## src/rtl/grey_frame_stats_pkg.sv

```systemverilog
// grey_frame_stats_pkg: shared state encoding and default widths for the frame statistics block
package grey_frame_stats_pkg;

    localparam int DEF_W_PIX = 12;
    localparam int DEF_W_CNT = 22;
    localparam int DEF_W_SUM = DEF_W_PIX + DEF_W_CNT;

    typedef enum logic [1:0] {
        IDLE,
        ACCUM,
        DIVIDE,
        DONE
    } statsState_t;

endpackage

```

## src/rtl/stat_div.sv

```systemverilog
// stat_div: restoring unsigned divider, one quotient bit per clock
module stat_div
    import grey_frame_stats_pkg::*;
#(
    parameter int W_SUM = DEF_W_SUM,
    parameter int W_DIV = DEF_W_CNT
) (
    input  logic             iCLK,
    input  logic             iRST_N,
    input  logic             iStart,
    input  logic [W_SUM-1:0] iDividend,
    input  logic [W_DIV-1:0] iDivisor,
    output logic [W_SUM-1:0] oQuotient,
    output logic             oDone
);

    localparam int W_ITER = $clog2(W_SUM + 1);

    logic [W_DIV-1:0]  rem;
    logic [W_DIV:0]    remShift;
    logic [W_DIV-1:0]  divisor;
    logic [W_ITER-1:0] iter;
    logic              fits;

    // Shift the next dividend bit into the partial remainder and test it against the divisor
    always_comb begin
        remShift = {rem, oQuotient[W_SUM-1]};
        fits     = remShift >= {1'b0, divisor};
    end

    // Quotient register doubles as the dividend shifter; iter counts remaining bits
    always_ff @(posedge iCLK or negedge iRST_N) begin
        if (!iRST_N) begin
            rem       <= '0;
            oQuotient <= '0;
            divisor   <= '0;
            iter      <= '0;
        end else if (iStart) begin
            rem       <= '0;
            oQuotient <= iDividend;
            divisor   <= iDivisor;
            iter      <= W_ITER'(W_SUM);
        end else if (iter != '0) begin
            rem       <= fits ? W_DIV'(remShift - {1'b0, divisor}) : remShift[W_DIV-1:0];
            oQuotient <= {oQuotient[W_SUM-2:0], fits};
            iter      <= iter - W_ITER'(1);
        end
    end

    // Done is high during the cycle whose closing edge produces the final quotient bit
    always_comb oDone = iter == W_ITER'(1);

endmodule

```

## src/rtl/grey_frame_stats.sv

```systemverilog
// grey_frame_stats: per-frame minimum, maximum and truncated mean of a grey pixel stream
module grey_frame_stats
    import grey_frame_stats_pkg::*;
#(
    parameter int W_PIX = DEF_W_PIX,
    parameter int W_CNT = DEF_W_CNT
) (
    input  logic             iCLK,
    input  logic             iRST_N,
    input  logic             iFrameStart,
    input  logic             iFrameEnd,
    input  logic             iDVAL,
    input  logic [W_PIX-1:0] iGrey,
    output logic [W_PIX-1:0] oMin,
    output logic [W_PIX-1:0] oMax,
    output logic [W_PIX-1:0] oMean,
    output logic             oStatsValid,
    output logic             oBusy
);

    localparam int W_SUM = W_PIX + W_CNT;

    statsState_t      state, stateNext;
    logic [W_SUM-1:0] sum, nextSum;
    logic [W_CNT-1:0] count, nextCount;
    logic [W_PIX-1:0] runMin, runMax, nextMin, nextMax;
    logic [W_SUM-1:0] divQuotient;
    logic             pixTake, divStart, divDone, clearAcc;

    // Accumulator values after the pixel offered this cycle; a saturated counter drops the pixel
    always_comb begin
        pixTake   = iDVAL && (count != '1);
        nextSum   = pixTake ? sum + W_SUM'(iGrey) : sum;
        nextCount = pixTake ? count + W_CNT'(1) : count;
        nextMin   = (pixTake && iGrey < runMin) ? iGrey : runMin;
        nextMax   = (pixTake && iGrey > runMax) ? iGrey : runMax;
        clearAcc  = iFrameStart && (state == IDLE || state == ACCUM);
    end

    // State register
    always_ff @(posedge iCLK or negedge iRST_N) begin
        if (!iRST_N) state <= IDLE;
        else         state <= stateNext;
    end

    // Next state; the divider is loaded on the frame-end edge with the sum/count including that pixel
    always_comb begin
        stateNext = state;
        divStart  = 1'b0;
        oBusy     = 1'b0;
        case (state)
            IDLE:   stateNext = iFrameStart ? ACCUM : IDLE;
            ACCUM: begin
                if (!iFrameStart && iFrameEnd) begin
                    stateNext = (nextCount != '0) ? DIVIDE : DONE;
                    divStart  = nextCount != '0;
                end
            end
            DIVIDE: begin
                oBusy     = 1'b1;
                stateNext = divDone ? DONE : DIVIDE;
            end
            DONE:   stateNext = IDLE;
            default: stateNext = IDLE;
        endcase
    end

    // Frame accumulators: cleared on frame start, updated only while accumulating
    always_ff @(posedge iCLK or negedge iRST_N) begin
        if (!iRST_N) begin
            sum    <= '0;
            count  <= '0;
            runMin <= '0;
            runMax <= '0;
        end else if (clearAcc) begin
            sum    <= '0;
            count  <= '0;
            runMin <= '1;
            runMax <= '0;
        end else if (state == ACCUM) begin
            sum    <= nextSum;
            count  <= nextCount;
            runMin <= nextMin;
            runMax <= nextMax;
        end
    end

    // Publish results while in DONE; an empty frame reports all zeros.
    // The mean can never exceed the max, so the quotient's upper bits are zero; clamp instead of wrap.
    always_ff @(posedge iCLK or negedge iRST_N) begin
        if (!iRST_N) begin
            oMin        <= '0;
            oMax        <= '0;
            oMean       <= '0;
            oStatsValid <= 1'b0;
        end else begin
            oStatsValid <= state == DONE;
            if (state == DONE) begin
                oMin  <= (count != '0) ? runMin : '0;
                oMax  <= (count != '0) ? runMax : '0;
                oMean <= (count == '0) ? '0 :
                         (|divQuotient[W_SUM-1:W_PIX]) ? '1 : divQuotient[W_PIX-1:0];
            end
        end
    end

    stat_div #(
        .W_SUM(W_SUM),
        .W_DIV(W_CNT)
    ) uDiv (
        .iCLK     (iCLK),
        .iRST_N   (iRST_N),
        .iStart   (divStart),
        .iDividend(nextSum),
        .iDivisor (nextCount),
        .oQuotient(divQuotient),
        .oDone    (divDone)
    );

endmodule

```

## config.mk

```make
export PLATFORM = sky130hd
export DESIGN_NAME = grey_frame_stats
export DESIGN_NICKNAME = d
export VERILOG_FILES = /design/src/rtl/grey_frame_stats_pkg.sv /design/src/rtl/stat_div.sv /design/src/rtl/grey_frame_stats.sv
export SDC_FILE = /design/constraint.sdc
export NUM_CORES = 1
export LEC_CHECK = 0
export ABC_AREA = 1
export CORE_MARGIN = 3
export CORE_UTILIZATION = 45
export CTS_CLUSTER_SIZE = 30
export DETAILED_ROUTE_END_ITERATION = 16
export GPL_TIMING_DRIVEN = 0
export MAX_ROUTING_LAYER = met4
export PLACE_DENSITY_LB_ADDON = 0.12
export SETUP_SLACK_MARGIN = 0.3
export SYNTH_ARGS = -nofsm -noshare
export SYNTH_HDL_FRONTEND = slang
export SYNTH_SLANG_ARGS = --single-unit
```

## constraint.sdc

```tcl
create_clock -name iCLK -period 5.1 [get_ports iCLK]
set_input_delay 0.765 -clock iCLK [delete_from_list [all_inputs] [get_ports iCLK]]
set_output_delay 0.765 -clock iCLK [all_outputs]
set_load 0.05 [all_outputs]
```

======== Word-level counts from Yosys, hierarchy flattened ========
Index checks and enable logic that the tools add are counted.
word-level totals
  flip-flop bits (word level) ............. 203
  input port bits ......................... 17
operators by class
  magnitude comparators ................... 3
  eq/ne operators ......................... 6
  muxes and demuxes ....................... 31
  $add $sub $neg .......................... 4
  reduce and logical (&&, ||, !) cells .... 19
operators with widths
  kind                                                                    number
  34-bit two-way mux                                                      5
  22-bit two-way mux                                                      6
  12-bit two-way mux                                                      10
  22-bit nonzero test                                                     2
  34-bit by 12-bit adder with 34-bit output                               1
  23-bit by 22-bit >= comparator with 1-bit output                        1
  22-bit by 1-bit adder with 22-bit output (second input constant)        1
  22-bit zero test                                                        1
  22-bit inequality test (second input constant)                          1
  22-bit OR reduction                                                     1
  22-bit subtractor                                                       1
  12-bit greater-than comparator                                          1
  12-bit < comparator                                                     1
  6-bit two-way mux                                                       2
  2-bit case mux with 4 select lines                                      1
  2-bit nonzero test                                                      4
  6-bit by 1-bit equality test with 1-bit output (second input constant)  1
  1-bit two-way mux                                                       6
  6-bit nonzero test                                                      1
  6-bit by 1-bit subtractor with 6-bit output (second input constant)     1
  1-bit logical AND                                                       5
  2-bit equality test (second input constant)                             2
  2-bit AND reduction                                                     2
  2-bit by 1-bit equality test with 1-bit output (second input constant)  1
  other kinds (5)                                                         5

======== Depth between registers and ports, before layout ========
  depth in word-level cells ............... 7
  mapped depth ............................ 20
  gate-level depth less buffers ........... 17

======== By module ========
Synthesis repeated with hierarchy kept, for this count alone.
second synthesis, totals
  cells, all modules ...................... 1,769
  area total of the unflattened synthesis .. 12,962.4 um^2
by module, submodules not included
  module            instances  cells each  area an instance (um^2)
  grey_frame_stats  1          1,022       7,541.0
  stat_div          1          747         5,421.4

======== Worst setup path after synthesis ========
OpenSTA, ideal clock, no wires.
  path kind ............................... input -> register
  from .................................... in iDVAL
  to ...................................... reg uDiv.divisor[11]
  required time ........................... 4.968 ns
  path slack .............................. 2.474 ns
  data arrival time ....................... 2.494 ns
  buffers on the path ..................... 2
  cell stages on the path ................. 13
  cell sequence ........................... buf_2 > inv_1 > nor2_2 > nand2_1 > nor2_1 > nand3_2 > xor2_2 > nand3_1 > nor2_1 > nand2_2 > nand2_4 > clkbuf_1 > o21ai_0
between the ends
  word-level cells in the longest chain between the ends .. 5
ends and longest elaborated chain
  element                 line                    source
  start: declaration      grey_frame_stats.sv:12  input logic iDVAL,
  1-bit logical AND *     grey_frame_stats.sv:32  pixTake = iDVAL && (count != '1);
  22-bit two-way mux *    grey_frame_stats.sv:34  nextCount = pixTake ? count + W_CNT'(1) : count;
  22-bit nonzero test     grey_frame_stats.sv:56  divStart = nextCount != '0;
  1-bit two-way mux       grey_frame_stats.sv:54  if (!iFrameStart && iFrameEnd) begin
  1-bit two-way mux       grey_frame_stats.sv:51  case (state)
  end signal: assignment  stat_div.sv:41          divisor <= iDivisor;
  end: declaration        stat_div.sv:21          logic [W_DIV-1:0] divisor;
Every way passes the cells marked *; elsewhere a longest branch is shown, timed or not.
A chain may end at the register's enable or synchronous reset.

======== Worst setup path after layout ========
  from .................................... reg count[0]
  to ...................................... reg uDiv.oQuotient[4]
between the ends
  word-level cells in the longest chain between the ends .. 7
ends and longest elaborated chain
  element                                                                                           line                    source
  start: declaration                                                                                grey_frame_stats.sv:25  logic [W_CNT-1:0] count, nextCount;
  start signal: assignment                                                                          grey_frame_stats.sv:82  count <= nextCount;
  parallel branches: the longest is 7 deep, another holds 22-bit by 1-bit adder with 22-bit output  -
  end signal: assignment                                                                            stat_div.sv:40          oQuotient <= iDividend;
  end signal: assignment                                                                            stat_div.sv:45          oQuotient <= {oQuotient[W_SUM-2:0], fits};
  end: declaration                                                                                  stat_div.sv:13          output logic [W_SUM-1:0] oQuotient,
Several ways; the timed one is not identified.

==> out/summary.txt <==
Run status: completed
Initial antenna violation count: 0
Sw Ratio: 0.4521
Port Buf Inserts: 53
First-pass GRT wire length: 59650 um
Unique masters post-synth: 45
Arrival @ worst endpoint: 3.76 ns
F_max: 302.9 MHz
Post-synth EDFFs: 0
Die Area: 29570 um2
Post-Syn Area per Cell: 7.619 um2
Switch Pwr: 4.127 mW
Slew @ Worst Pin: 1.201 ns
H-tree Lvls: 1
Synth Cell Area: 12400 um2
Post-CTS resize count: 0
Root Driver: clkbuf_16
Setup-failing EPs final: 0
CORE AREA: 27030 um2
Worst setup EP type: flip-flop
Final ANT Viol Nets: 0
Final HPWL DP: 27750 um
Max-slew headroom: 0.1963
Period utilization: 0.6474
Drt initial violations: 808
Max_cap viols: 0
Starting density of the core: 0.4587
Crit Path Max Fanout: 10
End of the worst register-to-register path: uDiv.oQuotient[4]$_DFFE_PN0P_
RSZ-0062 raised after global routing: false
Via density: 5.513
R2R Setup Slk: 1.80 ns
Drt wl/cell: 17.87 um
CP most frequent cell: nand2_2
FFs w/ async S/R, synth: 1.000
Clock power frac: 0.207
Ys flop type: dfrtp_1
Ys Warns: 0
Io pins: 55
Worst Hold Class: in -> async
Gate Count Post-Synth: 1627
Reg2reg start: count[0]$_DFFE_PN0P_
R2R depth: 17
Skew final: 0.01635 ns
P&R area growth vs syn: 15.26%
Clock sinks: 203
Gp weighted congestion: 0.9266
Clock Tree Buf Depth: 3
Max-slew violations: 0
Vias in the first global route: 10970
Setup Buffers After CTS: 0
Hold Violations, Final: 0
Chip width: 172.0 um
Register bit count reported by yosys: 203
Static Leak: 6.462 nW
CTS clk-pin slew, worst paths: 0.06 ns
Fin cells: 2068
DIE HEIGHT: 172.0 um
Row count: 60
Worst path cell trace: ha_1, inv_1, nor2_4, nand2_2, nor2_4, nand2_2, nand2_2, buf_2, nand2_1, nand2_1, nor2_1, nand3_1, nor2_1, nand2_2, clkbuf_1, nand3_1, nand3_1
Detailed Route WL: 36970 um
Sequential share of power: 0.289
Largest net degree at the start of global routing: 77
Cts hold-fix bufs: 0
Post-synthesis sequential area ratio: 0.4098
First-pass detailed-route iteration total: 7
WS Path Type: reg -> reg
Final Util: 0.5287
CTS tree: done
Worst path slowest cell: clkbuf_1
Tot GR Track Use: 0.2605
Mapped Nets: 1712
Minimum clock period: 3.302 ns
Inserted Clock Buffers: 25
Final antenna diode count: 0
Slowest Stage Delay on Critical Path: 0.49 ns
Pint: 5.002 mW
Power Dens Cells: 639.0 nW/um2
Dpl cells: 2023
Routed via count: 11400
Share of cells above drive strength 1: 0.04574
CP Data Required Time: 5.56 ns
Logic gate share of total power: 0.505
DRC viols: 0
Nets@finish: 1794
Skew-Pair Late Insertion Delay: 0.53 ns
Worst vdd ir: 0.2727 mV
Critical Path Source Type: flip-flop
GRT overflow: 0
Sum Neg Setup Slack: 0 ns
[metal layers]
layer,global-route usage,part of all wire,vias up
met3,0.03864,0.053,71
met5,-,0,-
li1,-,-,5623
met1,0.3567,0.46,5408
met2,0.4070,0.46,298
met4,0.07150,0.029,0
[how the worst max path moves through the flow]
stage,depth (start not counted),slack [ns],to,start
3_3_place_gp,1,-5.68,sum[31]$_DFFE_PN0P_,iRST_N
6_report,17,1.80,uDiv.oQuotient[4]$_DFFE_PN0P_,count[0]$_DFFE_PN0P_
2_1_floorplan,13,2.47,uDiv.divisor[11]$_DFFE_PN0P_,iDVAL
4_1_cts,8,1.78,sum[5]$_DFFE_PN0P_,state[1]$_DFFE_PN0P_
5_1_grt,18,1.52,uDiv.divisor[14]$_DFFE_PN0P_,count[0]$_DFFE_PN0P_
3_5_place_dp,10,1.51,runMin[7]$_DFFE_PN0P_,iGrey[5]
[registers in the layout, summed over array words and instances (netlist names)]
name,flops
state,2
runMax,12
oMean,12
runMin,12
uDiv.iter,6
oStatsValid,1
uDiv.oQuotient,34
sum,34
oMin,12
oMax,12
uDiv.divisor,22
count,22
uDiv.rem,22
[critical path, delay by kind of cell (launching register included)]
family | cells | cell delay (ns)
flops | 1 | 0.45
simple gates | 13 | 1.58
buf+inv | 3 | 0.89
fa+ha+maj | 1 | 0.30
[layout make-up]
class	count	area (um2)
clock buffer	36	716.9
sequential	203	5080
clock inverter	9	152.6
inverter	206	773.2
tap	341	426.7
timing repair buffer	55	590.6
multi-input combinational	1150	6208
fill	2642	12740
buffer	68	339.1
[synthesized netlist by cell type (4+ instances only)]
| library cell | number | share of area |
|---|---|---|
| ha_1 | 66 | 0.067 |
| nand3b_1 | 10 | 0.0061 |
| nand2_1 | 337 | 0.10 |
| o22ai_1 | 61 | 0.031 |
| buf_2 | 10 | 0.0040 |
| nand2_2 | 7 | 0.0035 |
| nor3_1 | 17 | 0.0069 |
| dfrtp_1 | 203 | 0.41 |
| nor2_1 | 100 | 0.030 |
| xnor2_1 | 13 | 0.0092 |
| nand3_1 | 224 | 0.090 |
| inv_1 | 203 | 0.061 |
| o21a_1 | 4 | 0.0024 |
| buf_6 | 8 | 0.0073 |
| nand4_1 | 26 | 0.013 |
| a22o_1 | 6 | 0.0042 |
| clkbuf_1 | 48 | 0.015 |
| xor2_1 | 36 | 0.025 |
| a21o_1 | 4 | 0.0024 |
| o21ai_1 | 20 | 0.0081 |
| o21ai_0 | 121 | 0.049 |
| a21oi_1 | 54 | 0.022 |
| nor4_1 | 18 | 0.0091 |
[power by group through the flow]
stage / Combinational [mW] / Sequential, mW / Clock, mW
after detailed placement: 4.59 / 2.65 / 0
after global routing: 5.17 / 2.70 / 2.00
after CTS: 4.60 / 2.63 / 1.92
after floorplan: 2.89 / 2.96 / 0
after global placement: 4.53 / 2.64 / 0
final: 4.61 / 2.63 / 1.89
[layout by cell type, fill, tap and decap left out, types with 3 or more instances in the layout]
cell type	instances
inv_1	203
xor2_1	36
nand3_1	224
dfrtp_1	203
clkdlybuf4s50_1	52
o21ai_1	20
nor2_1	100
buf_2	10
nand3b_1	10
nand4_1	26
nor2_2	3
a21oi_1	54
nor3_1	16
a22o_1	6
o22ai_1	61
a21boi_0	3
o21ai_0	121
nand2_1	337
clkbuf_8	5
buf_6	8
bufinv_16	4
a21o_1	4
clkinv_2	3
nand2_2	7
ha_1	66
nor4_1	18
clkbuf_1	54
xnor2_1	13
o21a_1	4
clkbuf_16	25
[logic make-up (layout without fill, tap and decap cells)]
kind of cell	Yosys count	in the layout	share of synthesized area
buffers and inverters	274	374	0.08973
AO/OA/AOI/OAI	282	282	0.1261
flip-flops	203	203	0.4098
adder cells (fa/ha/maj)	68	68	0.06985
AND/OR/NAND/NOR	750	750	0.2686
XOR/XNOR	50	50	0.03593
[stage by stage]
stage	hold slack, ns	instance area (um2)	worst slack, ns	power (mW)
after CTS	0.1972	14290	1.784	9.150
after global routing	0.2030	14290	1.517	9.873
after floorplan	0.4419	12400	2.474	5.854
after detailed placement	0.4580	13420	1.512	7.231
final	0.1762	14290	1.798	9.129
after global placement	0.4550	13350	-5.675	7.164
Note: power is estimated with default switching activity, not from simulation.
